[src/rtl/attocore_bus_pkg.sv]
// Shared types for the attocore external memory bus arbiter.
// Pure declarations: no latency, no flow control.
package attocore_bus_pkg;

  localparam int ADDR_W = 16;
  localparam int DATA_W = 8;

  localparam logic DIR_READ  = 1'b1;
  localparam logic DIR_WRITE = 1'b0;

  typedef enum logic [1:0] {
    IDLE,
    ACCESS,
    DONE
  } state_t;

  typedef struct packed {
    logic              we;
    logic [ADDR_W-1:0] addr;
    logic [DATA_W-1:0] wdata;
  } bus_req_t;

endpackage

[src/rtl/bus_arb_select.sv]
// Combinational winner pick between m0/m1; BUS_RR_EN selects round-robin, else m0 fixed priority.
// Zero latency; no backpressure (the caller only samples this in IDLE).
module bus_arb_select (
  input  logic [1:0] req,
  input  logic       last_gnt,
  output logic       win_vld,
  output logic       win,
  output logic       last_gnt_nxt
);

  always_comb begin
    win_vld = |req;
`ifdef BUS_RR_EN
    // last_gnt names the master granted most recently; on a tie the other one wins
    if (&req) begin
      win = ~last_gnt;
    end else begin
      win = req[1];
    end
`else
    win = ~req[0];
`endif
    last_gnt_nxt = win_vld ? win : last_gnt;
  end

endmodule

[src/rtl/attocore_bus_arbiter.sv]
// Two-master byte bus arbiter (optional BUS_RR_EN round-robin); one access per WAIT_STATES+3 cycles.
// Requesters hold req until their done pulse; a losing master simply waits in IDLE arbitration.
module attocore_bus_arbiter
  import attocore_bus_pkg::*;
#(
  parameter int WAIT_STATES = 1
) (
  input  logic              clock,
  input  logic              reset,
  input  logic              m0_req,
  input  logic              m0_we,
  input  logic [ADDR_W-1:0] m0_addr,
  input  logic [DATA_W-1:0] m0_wdata,
  output logic              m0_gnt,
  output logic              m0_done,
  input  logic              m1_req,
  input  logic              m1_we,
  input  logic [ADDR_W-1:0] m1_addr,
  input  logic [DATA_W-1:0] m1_wdata,
  output logic              m1_gnt,
  output logic              m1_done,
  output logic [DATA_W-1:0] rdata,
  output logic [ADDR_W-1:0] address_bus,
  output logic              data_dir,
  output logic [DATA_W-1:0] data_out,
  output logic              data_oe,
  input  logic [DATA_W-1:0] data_in
);

  state_t            state_q, state_d;
  logic [3:0]        cnt_q, cnt_d;
  logic              last_q, last_d;
  logic              own_q, own_d;
  logic              we_q, we_d;
  logic [1:0]        gnt_q, gnt_d;
  logic [1:0]        done_q, done_d;
  logic [ADDR_W-1:0] addr_q, addr_d;
  logic              dir_q, dir_d;
  logic              oe_q, oe_d;
  logic [DATA_W-1:0] dout_q, dout_d;
  logic [DATA_W-1:0] rdata_q, rdata_d;

  logic     win_vld, win, last_nxt;
  bus_req_t m0_bus, m1_bus, sel_bus;

  assign m0_bus  = '{we: m0_we, addr: m0_addr, wdata: m0_wdata};
  assign m1_bus  = '{we: m1_we, addr: m1_addr, wdata: m1_wdata};
  assign sel_bus = win ? m1_bus : m0_bus;

  bus_arb_select u_select (
    .req          ({m1_req, m0_req}),
    .last_gnt     (last_q),
    .win_vld      (win_vld),
    .win          (win),
    .last_gnt_nxt (last_nxt)
  );

  always_comb begin
    state_d = state_q;
    cnt_d   = cnt_q;
    last_d  = last_q;
    own_d   = own_q;
    we_d    = we_q;
    gnt_d   = gnt_q;
    done_d  = 2'b00;
    addr_d  = addr_q;
    dir_d   = dir_q;
    oe_d    = oe_q;
    dout_d  = dout_q;
    rdata_d = rdata_q;

    case (state_q)
      IDLE: begin
        gnt_d  = 2'b00;
        addr_d = '0;
        dir_d  = DIR_READ;
        oe_d   = 1'b0;
        dout_d = '0;
        if (win_vld) begin
          state_d = ACCESS;
          own_d   = win;
          last_d  = last_nxt;
          we_d    = sel_bus.we;
          gnt_d   = win ? 2'b10 : 2'b01;
          addr_d  = sel_bus.addr;
          dir_d   = sel_bus.we ? DIR_WRITE : DIR_READ;
          oe_d    = sel_bus.we;
          dout_d  = sel_bus.wdata;
          cnt_d   = 4'(WAIT_STATES);
        end
      end

      ACCESS: begin
        if (cnt_q != 4'd0) begin
          cnt_d = cnt_q - 4'd1;
        end else begin
          if (!we_q) begin
            rdata_d = data_in;
          end
          state_d = DONE;
          done_d  = own_q ? 2'b10 : 2'b01;
          dir_d   = DIR_READ;
          oe_d    = 1'b0;
        end
      end

      DONE: begin
        // gnt and address stay up through DONE; IDLE then clears them
        state_d = IDLE;
        gnt_d   = 2'b00;
        addr_d  = '0;
        dout_d  = '0;
      end

      default: begin
        state_d = IDLE;
      end
    endcase
  end

  always_ff @(posedge clock or negedge reset) begin
    if (!reset) begin
      state_q <= IDLE;
      cnt_q   <= 4'd0;
      last_q  <= 1'b1;
      own_q   <= 1'b0;
      we_q    <= 1'b0;
      gnt_q   <= 2'b00;
      done_q  <= 2'b00;
      addr_q  <= '0;
      dir_q   <= DIR_READ;
      oe_q    <= 1'b0;
      dout_q  <= '0;
      rdata_q <= '0;
    end else begin
      state_q <= state_d;
      cnt_q   <= cnt_d;
      last_q  <= last_d;
      own_q   <= own_d;
      we_q    <= we_d;
      gnt_q   <= gnt_d;
      done_q  <= done_d;
      addr_q  <= addr_d;
      dir_q   <= dir_d;
      oe_q    <= oe_d;
      dout_q  <= dout_d;
      rdata_q <= rdata_d;
    end
  end

  assign m0_gnt      = gnt_q[0];
  assign m1_gnt      = gnt_q[1];
  assign m0_done     = done_q[0];
  assign m1_done     = done_q[1];
  assign address_bus = addr_q;
  assign data_dir    = dir_q;
  assign data_oe     = oe_q;
  assign data_out    = dout_q;
  assign rdata       = rdata_q;

endmodule

[config.mk]
export PLATFORM = sky130hd
export DESIGN_NAME = attocore_bus_arbiter
export DESIGN_NICKNAME = d
export VERILOG_FILES = /design/src/rtl/attocore_bus_pkg.sv /design/src/rtl/bus_arb_select.sv /design/src/rtl/attocore_bus_arbiter.sv
export SDC_FILE = /design/constraint.sdc
export NUM_CORES = 1
export LEC_CHECK = 0
export ABC_AREA = 0
export CORE_MARGIN = 5
export CORE_UTILIZATION = 45
export DETAILED_ROUTE_END_ITERATION = 8
export DONT_BUFFER_PORTS = 1
export PLACE_DENSITY = 0.65
export RECOVER_POWER = 100
export SETUP_SLACK_MARGIN = 0.4
export SLEW_MARGIN = 20
export SYNTH_ARGS = -nofsm -noshare
export SYNTH_HDL_FRONTEND = slang
export SYNTH_SLANG_ARGS = --single-unit
[constraint.sdc]
create_clock -name clock -period 2.1 [get_ports clock]
set_input_delay 0.315 -clock clock [delete_from_list [all_inputs] [get_ports clock]]
set_output_delay 0.315 -clock clock [all_outputs]
set_load 0.03 [all_outputs]
After elaboration in Yosys (flattened, before gate mapping)

Cells that the tools add are included.

Flip-flop bits (word level): 46
Word-level logic and storage cells: 54
Output and inout port bits: 38
Input port bits: 62

Muxes and demuxes: 24
Add/sub/neg operators: 1
Equality and inequality tests: 5
Reductions and logical operators: 10
Bitwise logic cells: 3

Operators by type and width:

| operator                                          | number |
|---|---|
| one-hot mux 16 bit (2 select lines)               | 1 |
| two-way mux 25 bit                                | 1 |
| two-way mux 16 bit                                | 1 |
| one-hot mux 8 bit (2 select lines)                | 1 |
| two-way mux 2 bit                                 | 7 |
| two-way mux 4 bit                                 | 2 |
| two-way mux 8 bit                                 | 1 |
| one-hot mux 2 bit (2 select lines)                | 2 |
| one-hot mux 4 bit (2 select lines)                | 1 |
| AND reduction 2 bit                               | 3 |
| AND reduction 3 bit                               | 2 |
| two-way mux 1 bit                                 | 5 |
| != test 2 bit (second input constant)             | 2 |
| one-hot mux 1 bit (2 select lines)                | 2 |
| nonzero test 2 bit                                | 2 |
| nonzero test 4 bit                                | 1 |
| subtractor 4 x 1 -> 4 bit (second input constant) | 1 |
| inverter 1 bit                                    | 3 |
| == test 2 x 1 -> 1 bit (second input constant)    | 1 |
| == test 2 bit (second input constant)             | 1 |
| zero test 2 bit                                   | 1 |
| != test 2 x 1 -> 1 bit (second input constant)    | 1 |
| OR reduction 2 bit                                | 1 |

Longest topological paths before layout

Gate-level depths: netlist of the first run.

Depth in word-level cells: 4
Depth in mapped cells: 5
Gate-level depth less buffers: 5

Cells and area by module

From an unflattened synthesis of the first run, not the netlist that was laid out.

Cell total of the unflattened synthesis: 188
Area total of the unflattened synthesis: 2108.3 µm²

Modules (own cells, without submodules):

| module               | sequential area each (µm²) | times used | area an instance (µm²) | cells each |
|---|---|---|---|---|
| attocore_bus_arbiter | 1178.6                     | 1          | 2088.3                 | 185 |
| bus_arb_select       | 0.0                        | 1          | 20.0                   | 3 |

Worst setup path before layout of the first run

OpenSTA, ideal clock, no wires.

Kind: reg2reg
Start: register cnt_q[0]
End: register rdata_q[4], in the netlist rdata[4]
Period minus slack after synthesis: 1528 ps
Cell stages (with the launch flop): 6
Library setup time: 128 ps
Buffers on the path: 0
Data required time: 1972 ps
Setup slack: 572 ps
Data arrival time: 1401 ps
Cell sequence: dfrtp_1 inv_1 ha_1 nor3b_4 nand3b_4 mux2_1

Word-level cells in the longest chain between the ends: 3

Ends and longest elaborated chain:

| item                                 | line                        | RTL |
|---|---|---|
| from (decl)                          | attocore_bus_arbiter.sv:31  | `logic [3:0] cnt_q, cnt_d;` |
| from (signal assigned)               | attocore_bus_arbiter.sv:137 | `cnt_q <= cnt_d;` |
| nonzero test 4 bit                   | attocore_bus_arbiter.sv:94  | `if (cnt_q != 4'd0) begin` |
| inverter 1 bit (no source line)      | --                          |  |
| AND reduction 3 bit (no source line) | --                          |  |
| to (signal assigned)                 | attocore_bus_arbiter.sv:147 | `rdata_q <= rdata_d;` |
| to (decl)                            | attocore_bus_arbiter.sv:41  | `logic [DATA_W-1:0] rdata_q, rdata_d;` |

Every way passes these cells.
A chain may end at the register's enable or synchronous reset.

Worst setup path in the final report of the first run

Start: register cnt_q[1]
End: register cnt_q[0]

Word-level cells in the longest chain between the ends: 3

Ends and longest elaborated chain:

| item                                 | line |
|---|---|
| nonzero test 4 bit                   | attocore_bus_arbiter.sv:94 |
| != test 2 bit (no source line)       | -- |
| AND reduction 3 bit (no source line) | -- |

Every way passes these cells.

==> results of run 1 <==
area by class of cell:
cell class | instances | area share
Inverter | 5 | 0.00861
Sequential cell | 46 | 0.529
Clock buffer | 6 | 0.0379
Clock inverter | 1 | 0.0138
Multi-Input combinational cell | 118 | 0.361
Tap cell | 52 | 0.0299
Timing Repair Buffer | 7 | 0.0201
repair_timing:
action                     in CTS  in global routing
hold buffers                    2                  0
gates cloned                    0                  0
setup endpoints to repair       1                 11
pin swaps                       0                  1
buffers inserted                1                  0
hold endpoints to repair       46                  0
resized for setup               0                  6
per-layer routing:
metal | vias up | share of wire
met5 | - | 0
met2 | 82 | 0.50
met1 | 677 | 0.38
met4 | 0 | 0.019
met3 | 8 | 0.096
li1 | 646 | -
logic make-up after synthesis:
| kind of cell | count (synthesis) | synth area share |
|---|---|---|
| AO/OA/AOI/OAI | 40 | 0.161 |
| AND/OR/NAND/NOR | 66 | 0.164 |
| multiplexers | 10 | 0.0552 |
| flip-flops | 46 | 0.571 |
| buffers and inverters | 16 | 0.0366 |
| adder cells (fa/ha/maj) | 2 | 0.0124 |
per-stage QoR:
| stage | total power [mW] | setup slack (ps) | cell area, µm² |
|---|---|---|---|
| 2_1_floorplan | 3.04 | 572 | 2020 |
| 3_3_place_gp | 3.24 | 492 | 2060 |
| 3_5_place_dp | 3.31 | 415 | 2060 |
| 4_1_cts | 4.01 | 430 | 2210 |
| 5_1_grt | 4.20 | 224 | 2180 |
| 6_report | 3.93 | 408 | 2180 |
sequential cells by signal, indices dropped and copies added, names as in the netlist, 2 cells and up:
register / flops
gnt_q: 2
state_q: 2
address_bus: 16
done_q: 2
cnt_q: 4
rdata: 8
data_out: 8
Yosys cell counts, types with 2 or more instances:
cell | number | area [µm²]
buf_2 | 5 | 25.0
a21o_1 | 5 | 37.5
nor2_1 | 4 | 15.0
ha_1 | 2 | 25.0
buf_4 | 2 | 15.0
a32oi_1 | 24 | 210
inv_1 | 5 | 18.8
clkbuf_1 | 3 | 11.3
o21ai_0 | 3 | 15.0
nand2b_1 | 2 | 12.5
dfrtp_1 | 45 | 1130
nand2_1 | 50 | 188
a21oi_1 | 3 | 15.0
mux2_2 | 8 | 90.1
final timing paths:
path | end | slack [ps] | start
worst max-delay path | cnt_q[0] | 410 | cnt_q[1]
worst min-delay path | address_bus[1] | 140 | m1_addr[1]
worst max register to register | cnt_q[0] | 410 | cnt_q[1]
worst min register to register | done_q[0] | 490 | own_q
max in group asynchronous | cnt_q[1] | 660 | reset
min in group asynchronous | cnt_q[2] | 780 | reset
worst max-delay path: cells and delay by family, from the launching register on:
kind            cells  cell delay [ps]
compound gates      1              110
fa+ha+maj           1              220
buf+inv             2              300
flops               1              390
mux                 1              270
simple gates        1              290
where the power goes:
| part | switching [mW] | internal (mW) | leakage [nW] |
|---|---|---|---|
| Sequential | 0.939 | 1.27 | 0.575 |
| Clock | 0.275 | 0.381 | 0.0573 |
| Combinational | 0.589 | 0.473 | 0.426 |
layout by cell type (no fill, tap or decap), drive strengths merged, types with 2 or more instances in the layout:
master and count:
a21o 5, a32oi 24, dfrtp 45, nand2 50
nand3b 2, nand2b 2, a21oi 3, o21ai 3
ha 2, nor2 5, inv 5, mux2 9
buf 2, clkbuf 10
==> results.json, run 1 <==
{
  "final-seq-area_um2": 1150,
  "fp.coreArea_um2": 4350,
  "use_met1": 0.191,
  "area_growth_pct": 8.06,
  "synth_cells": 180,
  "finalHoldViolations": 0,
  "drtIter0Drc": 125,
  "max_slew.worst_pin.slew_ps": 1080,
  "h-tree-depth": 2,
  "drive_above_1_share": 0.153,
  "grt_util_met3": 0.0398,
  "start_kind": "flop",
  "clock_path_buffers": 2,
  "fmax_mhz": 591,
  "skew_ps": 5.24,
  "fin_crit_ps": 1690,
  "post-route-period-util": 0.806,
  "critPathSlowestCell": "dfrtp_1",
  "crit_path_max_fanout": 4,
  "yosysSeqAreaShare": 0.571,
  "fin_setup_tns_ps": 0,
  "rsz0062_at_grt": "false",
  "synth_cell_types": 33,
  "num_vias": 1413,
  "setup_viol": 0,
  "r2r_cells": 6,
  "grt_pass1_wl_um": 7570,
  "async_flop_share": 1.00,
  "use_met2": 0.267,
  "initial_utilization": 0.463,
  "antenna_found_initial": 0,
  "dp_hpwl_um": 3330,
  "syn_nets": 244,
  "whs_ps": 143,
  "die_h_um": 77.0,
  "fill_cells": 381,
  "dp_cells": 225,
  "drt_wl_total_um": 4500,
  "fin_util": 0.501,
  "fin_nets": 247,
  "multiInputGateArea_um2": 787,
  "max_stage_delay_ps": 390,
  "powerDensity_nw_per_um2": 1800,
  "synth_seq_cells": 46,
  "io-pin-count": 100,
  "endpoint_kind": "flop",
  "antenna_cells": 0,
  "fin_cells": 235,
  "grt_max_degree": 47,
  "dr.pass1.iters": 4,
  "path_class": "reg -> reg",
  "gp_congestion": 0.873,
  "cts_root_buf": "clkbuf_8",
  "gr-total-overflow": 0,
  "die_w_um": 77.0,
  "cts_made_buffers": 5,
  "grtUsageTotal": 0.159,
  "cts_sinks": 46,
  "die-area_um2": 5920,
  "ir_drop_uv": 701,
  "port_buffers": 0,
  "max-cap-violations": 0,
  "clock_latency_ps": 290,
  "critPathArrivalTime_ps": 1870,
  "hold_path_depth": 2,
  "hp-class": "in -> reg",
  "outcome": "complete, no violations",
  "slew_viol_final": 0,
  "synth_ff_type": "dfrtp_1",
  "vias_per_cell": 6.01,
  "cts_tree": "done",
  "row_count": 24,
  "wire_per_inst_um": 19.1,
  "grt_pass1_vias": 1546,
  "cp.required_ps": 2280,
  "postSynthAreaPerCell_um2": 11.2,
  "cp_cell_sequence": "inv_1 -> ha_1 -> nor3b_4 -> clkbuf_1 -> o22ai_1 -> mux2_2",
  "power_leakage_nw": 1.06,
  "relSlewSlack": 0.280,
  "top_usage_layer": "met2",
  "yosys_warnings": 0,
  "synth_edf_count": 0,
  "ant_nets": 0,
  "clk_pin_slew_ps": 80,
  "drc_errors": 0,
  "syn_area_um2": 2020
}
No activity file was read; power rests on OpenSTA's default activity.
==> inputs of run 2 (changes only) <==
--- a/config.mk
+++ b/config.mk
@@ -10,7 +10,7 @@
 export CORE_UTILIZATION = 45
 export DETAILED_ROUTE_END_ITERATION = 8
 export DONT_BUFFER_PORTS = 1
-export PLACE_DENSITY = 0.65
+export PLACE_DENSITY = 0.67
 export RECOVER_POWER = 100
 export SETUP_SLACK_MARGIN = 0.4
 export SLEW_MARGIN = 20
==> constraint.sdc (replaced) <==
create_clock -name clock -period 1.4 [get_ports clock]
set_input_delay 0.21 -clock clock [delete_from_list [all_inputs] [get_ports clock]]
set_output_delay 0.21 -clock clock [all_outputs]
set_load 0.03 [all_outputs]
==> run 2 against run 1 <==
The flow now finishes with violations (negative hold slack, negative setup slack); core utilization is 13 points higher; critical path depth is 1 higher; register-to-register slack worse by 530 ps; sequential share of layout area is 10 points lower; flip-flop and latch count stayed put; clock power is 21% higher; non-clock buffer count is 25 higher; first-iteration DRC count is 51% lower; cell count is 11% higher; largest power group unchanged; via count is 12% higher; highest routed layer unchanged.
==> results.json, run 2 (synthesized netlist as in run 1, its figures left out) <==
{
  "cts_root_buf": "clkbuf_8",
  "pre_cts_ws_ps": -173,
  "h-tree-depth": 2,
  "top_layer": "met4",
  "wire_per_inst_um": 21.4,
  "clock_path_buffers": 2,
  "start_kind": "flop",
  "fmax_mhz": 656,
  "hp-class": "in -> async",
  "fin_crit_ps": 1520,
  "drt-met1-wl_um": 2060,
  "drt_wl_total_um": 5590,
  "fin_setup_tns_ps": -1610,
  "antenna_found_initial": 0,
  "cts_made_buffers": 5,
  "layout_common_cells": "nand2_1, dfrtp_1, buf_4",
  "clock_latency_ps": 300,
  "dp_hpwl_um": 3530,
  "relSlewSlack": 0.768,
  "cp_num_cells": 7,
  "fp.coreArea_um2": 4350,
  "wl_met2_um": 3050,
  "initial_utilization": 0.463,
  "path_class": "reg -> reg",
  "critPathBufInv": 3,
  "drive_above_1_share": 0.421,
  "grt_pass1_wl_um": 8560,
  "max_stage_delay_ps": 400,
  "drtIter0Drc": 61,
  "area_growth_pct": 35.1,
  "row_count": 24,
  "num_vias": 1580,
  "setup_viol": 35,
  "cts_tree": "done",
  "skew_ps": 12.1,
  "ir_drop_uv": 1360,
  "critPathArrivalTime_ps": 1720,
  "cp.required_ps": 1600,
  "violations": "negative hold slack, negative setup slack",
  "grt_pass1_vias": 1725,
  "outcome": "finished, violations left",
  "gr-total-overflow": 0,
  "finalHoldViolations": 46,
  "fin_nets": 272,
  "drc_errors": 0,
  "post-route-period-util": 1.09,
  "timing.final.ws_setup_ps": -125,
  "vias_per_cell": 6.05,
  "grtUsageTotal": 0.184,
  "endpoint_kind": "flop",
  "grt_max_degree": 47,
  "cp_cell_sequence": "inv_2 -> ha_4 -> nor3b_4 -> buf_4 -> buf_6 -> nand2_4 -> a31o_4",
  "cts_sinks": 46,
  "die-area_um2": 5920,
  "critPathSlowestCell": "dfrtp_1",
  "max_slew.worst_pin.slew_ps": 348,
  "antenna_cells": 0,
  "die_w_um": 77.0,
  "gp_congestion": 0.752,
  "powerDensity_nw_per_um2": 2600,
  "dr.pass1.iters": 4,
  "ant_nets": 0,
  "power_leakage_nw": 1.30,
  "largest_register_ffs": 16,
  "port_buffers": 0,
  "max-cap-violations": 0,
  "r2r_cells": 7,
  "slew_viol_final": 0,
  "critPathTopFamily": "flip-flops",
  "whs_ps": -397,
  "io-pin-count": 100,
  "rsz0062_at_grt": "true",
  "wl_met3_um": 365,
  "clk_pin_slew_ps": 90,
  "crit_path_max_fanout": 3,
  "layout_commonest_cell": "nand2_1",
  "die_h_um": 77.0
}
## run 2: power breakdown
| part | internal [mW] | switching, mW |
|---|---|---|
| clock network | 0.352 | 0.438 |
| logic | 1.65 | 1.34 |
| registers | 1.92 | 1.39 |
| total | 3.92 | 3.17 |
## run 2: what timing repair did
item                                    in CTS  in global routing
resized for setup                           59                 20
hold endpoints to repair                    46                 46
endpoints found under the setup margin      84                 80
setup buffers                               13                  3
pin swaps                                   16                 20
gates cloned                                 4                  0
## run 2: cell type report
class                      count  area, µm²
fill                         337       1630
clock inverter                 2       13.8
tap                           52       65.1
timing repair buffer          32        409
clock buffer                   6       72.6
inverter                       5       18.8
sequential                    46       1160
multi-input combinational    118        987
## run 2: final timing paths
kind,end,slack (ps),startpoint
setup / recovery,data_oe,-120,cnt_q[1]
hold / removal,address_bus[4],-400,reset
setup reg to reg,data_oe,-120,cnt_q[1]
hold reg to reg,done_q[0],520,own_q
max in group asynchronous,data_dir,1600,reset
min in group clock,address_bus[7],20,m1_addr[7]
## run 2: routing by layer
metal,up-vias,track usage
met2,59,0.330
li1,698,-
met3,9,0.0632
met1,814,0.197
met4,0,0.0682
met5,-,0
## run 2: through the flow
stage,hold WS (ps),power [mW],cells,utilization,area (µm²)
after floorplan,-85.6,4.69,180,-,2060
after global placement,-84.0,5.13,233,0.497,2170
after detailed placement,-83.6,5.26,233,0.497,2170
after CTS,-413,6.83,258,0.598,2600
after global routing,-426,7.48,261,0.626,2730
final,-397,7.09,261,0.626,2730
==> inputs of run 3 (changes only) <==
--- a/config.mk
+++ b/config.mk
@@ -6,13 +6,14 @@
 export NUM_CORES = 1
 export LEC_CHECK = 0
 export ABC_AREA = 0
-export CORE_MARGIN = 5
+export CORE_MARGIN = 2
 export CORE_UTILIZATION = 45
 export DETAILED_ROUTE_END_ITERATION = 8
 export DONT_BUFFER_PORTS = 1
 export PLACE_DENSITY = 0.67
 export RECOVER_POWER = 100
 export SETUP_SLACK_MARGIN = 0.4
+export SKIP_CTS_REPAIR_TIMING = 1
 export SLEW_MARGIN = 20
 export SYNTH_ARGS = -nofsm -noshare
 export SYNTH_HDL_FRONTEND = slang
==> run 3 against run 2 <==
Highest routed layer unchanged; flip-flop and latch count stayed put; total power is 0.16% higher; the flow still finishes with violations (negative hold slack, negative setup slack); critical path type unchanged; cell area fell by 2.4%.
==> results.json, run 3 (synthesized netlist as in run 1, its figures left out) <==
{
  "vias_per_cell": 5.82,
  "endpoint_kind": "flop",
  "wire_per_inst_um": 20.1,
  "antenna_found_initial": 0,
  "layout_commonest_cell": "nand2_1",
  "slew_viol_final": 0,
  "rsz0062_at_grt": "true",
  "crit_path_max_fanout": 4,
  "powerDensity_nw_per_um2": 2670,
  "critPathArrivalTime_ps": 1710,
  "area_growth_pct": 31.8,
  "ir_drop_uv": 1230,
  "violations": "negative hold slack, negative setup slack",
  "port_buffers": 0,
  "initial_utilization": 0.466,
  "grt_max_degree": 47,
  "drtIter0Drc": 56,
  "grt_pass1_vias": 1587,
  "rr_startpoint": "cnt_q[1]",
  "grtUsageTotal": 0.180,
  "clk_pin_slew_ps": 90,
  "cts_root_buf": "clkbuf_8",
  "clock_latency_ps": 300,
  "grt_pass1_wl_um": 7150,
  "max_slew.worst_pin.slew_ps": 323,
  "start_kind": "flop",
  "hp-class": "in -> async",
  "post-route-period-util": 1.08,
  "row_count": 24,
  "drt_wl_total_um": 5150,
  "drive_above_1_share": 0.495,
  "fin_cells": 256,
  "dp_hpwl_um": 3210,
  "antenna_cells": 0,
  "cts_made_buffers": 5,
  "die_h_um": 71.0,
  "layout_common_cells": "nand2_1, dfrtp_2, dfrtp_1",
  "largest_register_ffs": 16,
  "setup_viol": 14,
  "io-pin-count": 100,
  "ff2ff_setup_slack_ps": -120,
  "pre_cts_ws_ps": -117,
  "outcome": "finished, violations left",
  "r2r-end": "data_oe",
  "drc_errors": 0,
  "stdcell_area_um2": 2660,
  "fmax_mhz": 659,
  "r2r_cells": 7,
  "skew_ps": 9.73,
  "max-cap-violations": 0,
  "relSlewSlack": 0.784,
  "dp_cells": 233,
  "clock_path_buffers": 2,
  "path_class": "reg -> reg",
  "place_area_um2": 2150,
  "fin_crit_ps": 1520,
  "dr.pass1.iters": 4,
  "total_power_mw": 7.10,
  "h-tree-depth": 2,
  "gp_congestion": 0.816,
  "fp.coreArea_um2": 4320,
  "power_leakage_nw": 1.22,
  "fin_setup_tns_ps": -795,
  "die-area_um2": 5030,
  "finalHoldViolations": 46,
  "cp.required_ps": 1590,
  "fin_nets": 267,
  "die_w_um": 71.0,
  "ant_nets": 0,
  "cts_sinks": 46,
  "num_vias": 1490,
  "timing.final.ws_setup_ps": -118,
  "gr-total-overflow": 0,
  "whs_ps": -395,
  "cts_tree": "done"
}
[run 3: cell count changes in the layout (fill, tap and decap cells not counted), moves of 3 or more]
| cell | before | now |
|---|---|---|
| dfrtp_1 | 40 | 18 |
| dfrtp_2 | 5 | 27 |
| a32oi_1 | 10 | 17 |
| a32oi_2 | 14 | 7 |
| buf_4 | 17 | 12 |
| clkbuf_16 | 0 | 4 |
| buf_16 | 3 | 0 |
[run 3: worst max-delay path: stages, from the launching register on]
cell     delay, ps
dfrtp_1        400
inv_2           90
ha_4           130
nor3b_4        250
buf_6          150
buf_6          110
nand2_4         60
a31o_4         220
[run 3: how the worst max path moves through the flow]
stage	start	slack (ps)	end	depth (start not counted)
2_1_floorplan	cnt_q[0]	-70	rdata[4]	5
3_3_place_gp	cnt_q[0]	-40	rdata[4]	5
3_5_place_dp	cnt_q[1]	-120	rdata[4]	5
4_1_cts	cnt_q[1]	-130	rdata[4]	5
5_1_grt	cnt_q[1]	-170	data_oe	7
6_report	cnt_q[1]	-120	data_oe	7
[run 3: through the flow]
stage          utilization  hold WS (ps)
6_report             0.615          -395
4_1_cts              0.522          -407
3_3_place_gp         0.498         -84.0
3_5_place_dp         0.498         -83.6
2_1_floorplan            -         -85.6
5_1_grt              0.615          -422
[run 3: cell type report]
type | count | area, µm²
clock inverter | 1 | 8.76
multi-input combinational | 118 | 932
clock buffer | 7 | 96.3
fill | 348 | 1670
inverter | 5 | 21.3
sequential | 46 | 1190
tap | 52 | 65.1
timing repair buffer | 27 | 349
[run 3: metal layers]
layer / global-route usage / vias up / wire length [µm] / part of all wire
li1: - / 687 / - / -
met5: 0 / - / 0 / 0
met2: 0.318 / 58 / 2730 / 0.53
met4: 0.0608 / 0 / 61 / 0.012
met3: 0.0513 / 9 / 243 / 0.047
met1: 0.211 / 736 / 2120 / 0.41
[run 3: power breakdown]
group | internal [mW] | leakage, nW | total (mW) | switching [mW]
Clock | 0.453 | 0.0544 | 0.895 | 0.442
Sequential | 1.98 | 0.540 | 3.36 | 1.38
Combinational | 1.54 | 0.626 | 2.84 | 1.31
Total | 3.98 | 1.22 | 7.10 | 3.13
